[config.mk]
export PLATFORM = sky130hd
export DESIGN_NAME = uart_msg_packetizer_flat
export DESIGN_NICKNAME = d
export VERILOG_FILES = /design/src/rtl/uart_msg_packetizer_if.sv /design/src/rtl/uart_msg_packetizer.sv /design/src/flat_wrapper.sv
export SDC_FILE = /design/constraint.sdc
export NUM_CORES = 1
export LEC_CHECK = 0
export ABC_AREA = 1
export BUFFER_PORTS_ARGS = -buffer_cell sky130_fd_sc_hd__buf_4
export CORE_ASPECT_RATIO = 1.5
export CORE_MARGIN = 2
export CORE_UTILIZATION = 48
export CTS_BUF_LIST = sky130_fd_sc_hd__clkbuf_16
export CTS_CLUSTER_SIZE = 40
export DETAILED_ROUTE_END_ITERATION = 7
export GPL_TIMING_DRIVEN = 0
export PLACE_DENSITY = 0.78
export SLEW_MARGIN = 20
export SYNTH_ARGS = -nofsm -noshare
export SYNTH_HDL_FRONTEND = slang
export SYNTH_SLANG_ARGS = --single-unit
export TNS_END_PERCENT = 5
[constraint.sdc]
create_clock -name CLK -period 2.5 [get_ports CLK]
set_clock_uncertainty 0.2 [all_clocks]
set_input_delay 0.125 -clock CLK [delete_from_list [all_inputs] [get_ports CLK]]
set_output_delay 0.125 -clock CLK [all_outputs]
set_load 0.1 [all_outputs]
[src/rtl/uart_msg_packetizer_if.sv]
// Handshake bundle between the UART input stage, the packetizer and the
// redirection fabric stream. The packetizer uses the master view.
interface uart_msg_packetizer_if;
   logic        GOT_FULL_MESSAGE;
   logic [7:0]  MSG_LEN;
   logic        PARITY_IN;
   logic [15:0] FIFO_Q;
   logic        MSG_START;
   logic        RD_REQ;
   logic [15:0] TX_DATA;
   logic        TX_VALID;
   logic        TX_READY;
   logic        TX_LAST;
   logic        BUSY;

   modport master (
      input  GOT_FULL_MESSAGE, MSG_LEN, PARITY_IN, FIFO_Q, TX_READY,
      output MSG_START, RD_REQ, TX_DATA, TX_VALID, TX_LAST, BUSY
   );

   modport slave (
      output GOT_FULL_MESSAGE, MSG_LEN, PARITY_IN, FIFO_Q, TX_READY,
      input  MSG_START, RD_REQ, TX_DATA, TX_VALID, TX_LAST, BUSY
   );
endinterface

[src/rtl/uart_msg_packetizer.sv]
// Drains one complete message from the UART input stage FIFO and frames it as
// header + payload (+ XOR trailer when UART_PKT_CHECKSUM_EN is defined).
module uart_msg_packetizer #(
   parameter logic [3:0] SRC_ID     = 4'h1,
   parameter int         SETTLE_CYC = 3
) (
   input  logic                          CLK,
   input  logic                          RST,
   uart_msg_packetizer_if.master         bus
);

`ifdef UART_PKT_CHECKSUM_EN
   localparam logic CK_BIT = 1'b1;
`else
   localparam logic CK_BIT = 1'b0;
`endif
   localparam logic [3:0] SETTLE_LAST = 4'(SETTLE_CYC - 1);

   typedef enum logic [3:0] {
      S_IDLE, S_START, S_SETTLE, S_HEADER, S_READ, S_WAIT, S_SEND,
`ifdef UART_PKT_CHECKSUM_EN
      S_TRAILER,
`endif
      S_DONE
   } state_t;

   state_t      state_q, state_d;
   logic [3:0]  settle_q, settle_d;
   logic [7:0]  len_q, len_d;
   logic [7:0]  rem_q, rem_d;
   logic        msg_start_q, msg_start_d;
   logic        rd_req_q, rd_req_d;
   logic [15:0] tx_data_q, tx_data_d;
   logic        tx_valid_q, tx_valid_d;
   logic        tx_last_q, tx_last_d;
   logic        busy_q, busy_d;
`ifdef UART_PKT_CHECKSUM_EN
   logic [15:0] xor_q, xor_d;
`endif

   function automatic logic [15:0] header_word(input logic par, input logic [7:0] len);
      return {SRC_ID, par, CK_BIT, 2'b00, len};
   endfunction

   always_comb begin
      state_d     = state_q;
      settle_d    = settle_q;
      len_d       = len_q;
      rem_d       = rem_q;
      msg_start_d = 1'b0;
      rd_req_d    = 1'b0;
      tx_data_d   = tx_data_q;
      tx_valid_d  = tx_valid_q;
      tx_last_d   = tx_last_q;
`ifdef UART_PKT_CHECKSUM_EN
      xor_d       = xor_q;
`endif
      case (state_q)
         S_IDLE: begin
            if (bus.GOT_FULL_MESSAGE) begin
               state_d     = S_START;
               msg_start_d = 1'b1;
            end
         end
         S_START: begin
            state_d  = S_SETTLE;
            settle_d = 4'd0;
         end
         // Length/parity are only trusted once the stuffing write has landed.
         S_SETTLE: begin
            if (settle_q == SETTLE_LAST) begin
               len_d      = bus.MSG_LEN;
               rem_d      = bus.MSG_LEN;
               tx_data_d  = header_word(bus.PARITY_IN, bus.MSG_LEN);
               tx_valid_d = 1'b1;
               tx_last_d  = (bus.MSG_LEN == 8'd0) & ~CK_BIT;
               state_d    = S_HEADER;
            end else begin
               settle_d = settle_q + 4'd1;
            end
         end
         S_HEADER: begin
`ifdef UART_PKT_CHECKSUM_EN
            xor_d = 16'h0000;
`endif
            if (bus.TX_READY) begin
               if (len_q == 8'd0) begin
`ifdef UART_PKT_CHECKSUM_EN
                  tx_data_d = 16'h0000;
                  tx_last_d = 1'b1;
                  state_d   = S_TRAILER;
`else
                  tx_valid_d = 1'b0;
                  tx_last_d  = 1'b0;
                  state_d    = S_DONE;
`endif
               end else begin
                  tx_valid_d = 1'b0;
                  tx_last_d  = 1'b0;
                  rd_req_d   = 1'b1;
                  state_d    = S_READ;
               end
            end
         end
         S_READ: begin
            rem_d   = rem_q - 8'd1;
            state_d = S_WAIT;
         end
         S_WAIT: begin
            tx_data_d  = bus.FIFO_Q;
            tx_valid_d = 1'b1;
            tx_last_d  = (rem_q == 8'd0) & ~CK_BIT;
`ifdef UART_PKT_CHECKSUM_EN
            xor_d      = xor_q ^ bus.FIFO_Q;
`endif
            state_d    = S_SEND;
         end
         S_SEND: begin
            if (bus.TX_READY) begin
               tx_valid_d = 1'b0;
               tx_last_d  = 1'b0;
               if (rem_q != 8'd0) begin
                  rd_req_d = 1'b1;
                  state_d  = S_READ;
               end else begin
`ifdef UART_PKT_CHECKSUM_EN
                  tx_data_d  = xor_q;
                  tx_valid_d = 1'b1;
                  tx_last_d  = 1'b1;
                  state_d    = S_TRAILER;
`else
                  state_d    = S_DONE;
`endif
               end
            end
         end
`ifdef UART_PKT_CHECKSUM_EN
         S_TRAILER: begin
            if (bus.TX_READY) begin
               tx_valid_d = 1'b0;
               tx_last_d  = 1'b0;
               state_d    = S_DONE;
            end
         end
`endif
         // One dead cycle so the upstream flag can drop before re-sampling.
         S_DONE:  state_d = S_IDLE;
         default: state_d = S_IDLE;
      endcase
      busy_d = (state_d != S_IDLE);
   end

   always_ff @(posedge CLK or negedge RST) begin
      if (!RST) begin
         state_q     <= S_IDLE;
         settle_q    <= 4'd0;
         len_q       <= 8'd0;
         rem_q       <= 8'd0;
         msg_start_q <= 1'b0;
         rd_req_q    <= 1'b0;
         tx_data_q   <= 16'h0000;
         tx_valid_q  <= 1'b0;
         tx_last_q   <= 1'b0;
         busy_q      <= 1'b0;
`ifdef UART_PKT_CHECKSUM_EN
         xor_q       <= 16'h0000;
`endif
      end else begin
         state_q     <= state_d;
         settle_q    <= settle_d;
         len_q       <= len_d;
         rem_q       <= rem_d;
         msg_start_q <= msg_start_d;
         rd_req_q    <= rd_req_d;
         tx_data_q   <= tx_data_d;
         tx_valid_q  <= tx_valid_d;
         tx_last_q   <= tx_last_d;
         busy_q      <= busy_d;
`ifdef UART_PKT_CHECKSUM_EN
         xor_q       <= xor_d;
`endif
      end
   end

   assign bus.MSG_START = msg_start_q;
   assign bus.RD_REQ    = rd_req_q;
   assign bus.TX_DATA   = tx_data_q;
   assign bus.TX_VALID  = tx_valid_q;
   assign bus.TX_LAST   = tx_last_q;
   assign bus.BUSY      = busy_q;

endmodule

[src/flat_wrapper.sv]
// flat-port wrapper written by rule: the top's interface ports become plain ports
module uart_msg_packetizer_flat 
#(
   parameter logic [3:0] SRC_ID     = 4'h1,
   parameter int         SETTLE_CYC = 3
)
  (CLK, RST, bus_GOT_FULL_MESSAGE, bus_MSG_LEN, bus_PARITY_IN, bus_FIFO_Q, bus_TX_READY, bus_MSG_START, bus_RD_REQ, bus_TX_DATA, bus_TX_VALID, bus_TX_LAST, bus_BUSY);
  uart_msg_packetizer_if bus_i ();
  input  logic CLK;
  input  logic RST;
  input wire logic [$bits(bus_i.GOT_FULL_MESSAGE)-1:0] bus_GOT_FULL_MESSAGE;
  input wire logic [$bits(bus_i.MSG_LEN)-1:0] bus_MSG_LEN;
  input wire logic [$bits(bus_i.PARITY_IN)-1:0] bus_PARITY_IN;
  input wire logic [$bits(bus_i.FIFO_Q)-1:0] bus_FIFO_Q;
  input wire logic [$bits(bus_i.TX_READY)-1:0] bus_TX_READY;
  output wire logic [$bits(bus_i.MSG_START)-1:0] bus_MSG_START;
  output wire logic [$bits(bus_i.RD_REQ)-1:0] bus_RD_REQ;
  output wire logic [$bits(bus_i.TX_DATA)-1:0] bus_TX_DATA;
  output wire logic [$bits(bus_i.TX_VALID)-1:0] bus_TX_VALID;
  output wire logic [$bits(bus_i.TX_LAST)-1:0] bus_TX_LAST;
  output wire logic [$bits(bus_i.BUSY)-1:0] bus_BUSY;
  assign bus_i.GOT_FULL_MESSAGE = bus_GOT_FULL_MESSAGE;
  assign bus_i.MSG_LEN = bus_MSG_LEN;
  assign bus_i.PARITY_IN = bus_PARITY_IN;
  assign bus_i.FIFO_Q = bus_FIFO_Q;
  assign bus_i.TX_READY = bus_TX_READY;
  assign bus_MSG_START = bus_i.MSG_START;
  assign bus_RD_REQ = bus_i.RD_REQ;
  assign bus_TX_DATA = bus_i.TX_DATA;
  assign bus_TX_VALID = bus_i.TX_VALID;
  assign bus_TX_LAST = bus_i.TX_LAST;
  assign bus_BUSY = bus_i.BUSY;
  uart_msg_packetizer #(.SRC_ID(SRC_ID), .SETTLE_CYC(SETTLE_CYC)) u_core (.CLK(CLK), .RST(RST), .bus(bus_i));
endmodule
# Word-level counts from Yosys, hierarchy flattened
# Cells that the tools add are included.
# Widths: inputs -> output; s select.
# classes
n_addsub	2
n_eq_ne	10
reduce_logical	16
muxes	25
# op_table
cell	count
$pmux 16 s2	1
$pmux 4 s7	1
$logic_not 8->1	3
$mux 4	5
$mux 16	1
$pmux 8 s2	1
$eq 4x2->1 const B	3
$eq 4x3->1 const B	3
$mux 1	9
$mux 8	1
$pmux 4 s2	1
$reduce_and 2->1	4
$reduce_bool 8->1	1
$sub 8x1->8 const B	1
$pmux 1 s3	2
$reduce_bool 2->1	3
$add 4x1->4 const B	1
$eq 4x1->1 const B	1
$logic_not 4->1	1
$mux 2	2
$ne 2x1->1 const B	2
$reduce_bool 4->1	1
$reduce_and 3->1	1
$reduce_bool 3->1	1
3 further kinds	3
# word_totals
ff_bits	45
input_bits	29
word_cells	63
out_inout_bits	21

# Longest topological paths before layout
# logic_depth
depth_word	5
ltp_mapped	11
depth_no_buf	10

# Worst setup path after synthesis
# OpenSTA, ideal clock, no wires.
# synth_timing
kind	register to register
startpoint	register u_core.settle_q[0]
endpoint	register u_core.tx_data_q[0] (netlist: u_core.bus.TX_DATA[0])
setup_ns	0.128
arrival_ns	1.278
period_less_slack_ns	1.607
path_slack_ns	0.893
path_stages_with_launch	11
t_required_ns	2.172
path_buffers	1
cell_sequence	dfrtp_1 -> inv_1 -> ha_1 -> nand3_1 -> inv_2 -> nand2_2 -> nand2_2 -> inv_4 -> buf_6 -> nand2_1 -> nand3_1
# synth_via
elab_chain_len	3
# synth_rtl
element	line	source
from (decl)	uart_msg_packetizer.sv:28	logic [3:0] settle_q, settle_d;
from (signal assigned)	uart_msg_packetizer.sv:170	settle_q <= settle_d;
$eq 4x2->1	uart_msg_packetizer.sv:71	if (settle_q == SETTLE_LAST) begin
$ne 2x1->1 (no line)	--	
$reduce_and 2->1 (no line)	--	
to (signal assigned)	uart_msg_packetizer.sv:175	tx_data_q <= tx_data_d;
to (decl)	uart_msg_packetizer.sv:33	logic [15:0] tx_data_q, tx_data_d;
# No other way between the ends.
# A chain may end at the register's enable or synchronous reset.

# Worst setup path after layout
# layout_timing
startpoint	register u_core.settle_q[0]
endpoint	register u_core.tx_data_q[4] (netlist: u_core.bus.TX_DATA[4])
# The elaborated chain is that of the path after synthesis.

==> results.sh <==
export IMPL_vias=2004
export IMPL_arrival_ps=2290
export IMPL_status="finished, final reports clean"
export IMPL_gp_congestion=0.835
export IMPL_worstSetupEndpointType="flip-flop"
export IMPL_register_area_um2=1130
export IMPL_drive_gt1_frac=0.246
export IMPL_r2r_cells=11
export IMPL_wl_per_cell_um=13.5
export IMPL_n_antenna_cell=0
export IMPL_power_uw=3390
export IMPL_hold_class="in -> async"
export IMPL_period_share=0.926
export IMPL_area_delta_synth_final_pct=45.1
export IMPL_final_max_slew_viol_count=0
export IMPL_die_y_um=86.3
export IMPL_synthDistinctLibCells=31
export IMPL_tightest_slew_ps=554
export IMPL_finalHoldViolCount=0
export IMPL_coreArea_um2=4430
export IMPL_first_global_vias=1928
export IMPL_p_int_uw=1950
export IMPL_p_sw_frac=0.424
export IMPL_worstSetupStartpointType="flip-flop"
export IMPL_dieArea_um2=5080
export IMPL_multiInputGateArea_um2=913
export IMPL_ant_nets=0
export IMPL_critPathBufInv=5
export IMPL_cts_tree="built"
export IMPL_critical_path_top_delay_family="buffers and inverters"
export IMPL_h_tree_depth=2
export IMPL_r2r_end="u_core.bus.TX_DATA[4]$_DFFE_PN0P_"
export IMPL_period_needed_ps=2310
export IMPL_synthCells=253
export IMPL_syn_avg_cell_area_um2=8.58
export IMPL_fillCellCount=310
export IMPL_r2r_start="u_core.settle_q[0]$_DFFE_PN0P_"
export IMPL_clock_path_buffers=2
export IMPL_io_pins=50
export IMPL_grt_pass1_wl_um=8910
export IMPL_crit_type="reg -> reg"
export IMPL_p_seq_frac=0.331
export IMPL_pwr_share_clk=0.248
export IMPL_dp_hpwl_um=3520
export IMPL_switching_power_uw=1440
export IMPL_crit_fanout=10
export IMPL_grt_usage=0.231
export IMPL_tns_ps=0
export IMPL_ys_flop_type="dfrtp_1"
export IMPL_drtIter0Drc=62
export IMPL_cap_violations=0
export IMPL_r2r_slack_ps=190
export IMPL_cts_root_buf="clkbuf_16"
export IMPL_routed_wl_um=5310
export IMPL_power_density_nw_per_um2=1080
export IMPL_vias_per_cell=5.09
export IMPL_synthesis_nets=286
export IMPL_io_buffers=49
export IMPL_synth_area_um2=2170
export IMPL_cts_buffers=5
export IMPL_initial_core_util=0.490
export IMPL_ctsResizeCount=0
export IMPL_postCtsSetupRepairBufs=0
export IMPL_drt_pass1_iterations=4
export IMPL_crit_chain="inv_1 -> ha_1 -> nand3_1 -> inv_2 -> nand2_2 -> nand2_2 -> inv_4 -> buf_6 -> nand2_1 -> nand3_1 -> dlygate4sd3_1"
export IMPL_clk_pin_slew_ps=70
export IMPL_gr_total_overflow=0
export IMPL_fp_dieW_um=58.9
export IMPL_cpPeakStageDelay_ps=570
export IMPL_synth_warnings=0
export IMPL_ys_seq_elements=45
export IMPL_antenna_found_initial=0
export IMPL_grt_max_degree=46
export IMPL_synth_edf_count=0
export IMPL_async_reset_ff_frac=1.00
export IMPL_slew_headroom=0.631
export IMPL_drc=0
export IMPL_final_nets=378
export IMPL_rows=30
export IMPL_crit_required_ps=2470
export IMPL_leakage_uw=0.00159
export IMPL_power_share_combinational=0.421
export IMPL_ir_worst_vdd_uv=650
export IMPL_fmax_ghz=0.432
export IMPL_clkSinkCount=45
export IMPL_clk_latency_ps=290
export IMPL_finalSetupViolCount=0
export IMPL_rsz0062_at_grt="false"
export IMPL_cpMaxStageDelayCell="dlygate4sd3_1"
export IMPL_ys_seq_area_frac=0.519
repair_timing:
item / CTS / global route
hold buffers: 36 / 0
hold endpoints to repair: 81 / 0
setup endpoints to repair: 0 / 0
cell type report:
class	count	share of cell area
buffer	4	0.0131
timing repair buffer	85	0.231
clock buffer	5	0.0397
tap	48	0.0191
sequential	45	0.358
multi-input combinational	181	0.290
inverter	23	0.0282
clock inverter	3	0.0207
synth_stat cells (all sizes together) (2+ instances only):
| cell type | instances | area [um2] |
|---|---|---|
| buf | 4 | 41.3 |
| nor2 | 32 | 155 |
| nor3 | 4 | 20.0 |
| ha | 4 | 50.1 |
| nand2 | 83 | 334 |
| o21ai | 9 | 45.0 |
| xor2 | 3 | 26.3 |
| nand3 | 23 | 115 |
| dfrtp | 45 | 1130 |
| xnor2 | 2 | 17.5 |
| o22ai | 3 | 18.8 |
| a22o | 6 | 52.6 |
| nand4 | 2 | 12.5 |
| o211ai | 2 | 15.0 |
| inv | 23 | 88.8 |
metal layers:
layer | GRT usage | up-vias | share of wire
li1 | - | 992 | -
met1 | 0.289 | 945 | 0.41
met2 | 0.383 | 54 | 0.53
met3 | 0.0448 | 13 | 0.033
met4 | 0.0992 | 0 | 0.029
met5 | 0 | - | 0
power groups by stage:
| stage | clock network (uW) | registers, uW | logic, uW |
|---|---|---|---|
| CTS | 840 | 1120 | 1430 |
| global placement | 0 | 1120 | 1280 |
| finish | 842 | 1120 | 1430 |
| floorplan | 0 | 1760 | 358 |
| global route | 887 | 1150 | 1520 |
| detailed placement | 0 | 1130 | 1300 |
sequential cells by signal, indices dropped and copies added, names as in the netlist:
| register | flops |
|---|---|
| u_core.settle_q | 4 |
| u_core.bus.TX_LAST | 1 |
| u_core.bus.RD_REQ | 1 |
| u_core.bus.TX_DATA | 16 |
| u_core.state_q | 4 |
| u_core.bus.BUSY | 1 |
| u_core.bus.MSG_START | 1 |
| u_core.len_q | 8 |
| u_core.rem_q | 8 |
| u_core.bus.TX_VALID | 1 |
cell usage in the layout, fill, tap and decap left out, types with 3 or more instances in the layout:
cell type,netlist,final
o21ai_1,3,3
nor3_1,4,4
nand2_2,6,6
buf_4,1,50
o21ai_0,6,6
a22o_1,6,6
buf_6,3,3
xor2_1,3,3
dlygate4sd3_1,0,36
o22ai_1,3,3
nor2_4,4,4
ha_1,4,4
dfrtp_1,45,45
inv_2,9,9
nor2_1,26,26
nand3_1,23,23
clkbuf_16,0,5
inv_1,13,13
nand2_1,76,76
per-stage QoR:
step	cells	setup slack [ps]	hold WS [ps]	utilization	area (um2)
finish	394	186	174	0.711	3150
global route	394	17.2	232	0.711	3150
CTS	394	203	196	0.711	3150
detailed placement	350	771	-44.4	0.586	2600
global placement	350	799	-43.2	0.586	2600
floorplan	253	893	-371	-	2170
cell families after synthesis:
group / Yosys count / synth area share
and+or+nand+nor: 146 / 0.299
other: 1 / 0.00173
adders and majority gates: 4 / 0.0231
buffers and inverters: 27 / 0.0600
DFF: 45 / 0.519
AOI/OAI and AO/OA: 25 / 0.0767
xor gates and xnor gates: 5 / 0.0202
how the worst max path moves through the flow:
stage	startpoint	end	slack [ps]	cells after the start
global route	u_core.settle_q[0]$_DFFE_PN0P_	u_core.bus.TX_DATA[3]$_DFFE_PN0P_	20	11
finish	u_core.settle_q[0]$_DFFE_PN0P_	u_core.bus.TX_DATA[4]$_DFFE_PN0P_	190	11
floorplan	u_core.settle_q[0]$_DFFE_PN0P_	u_core.bus.TX_DATA[0]$_DFFE_PN0P_	890	10
CTS	u_core.settle_q[0]$_DFFE_PN0P_	u_core.bus.TX_DATA[7]$_DFFE_PN0P_	200	11
global placement	u_core.settle_q[0]$_DFFE_PN0P_	u_core.bus.TX_LAST$_DFFE_PN0P_	800	8
detailed placement	u_core.settle_q[0]$_DFFE_PN0P_	u_core.bus.TX_DATA[7]$_DFFE_PN0P_	770	10
No activity file was read; power rests on OpenSTA's default activity.
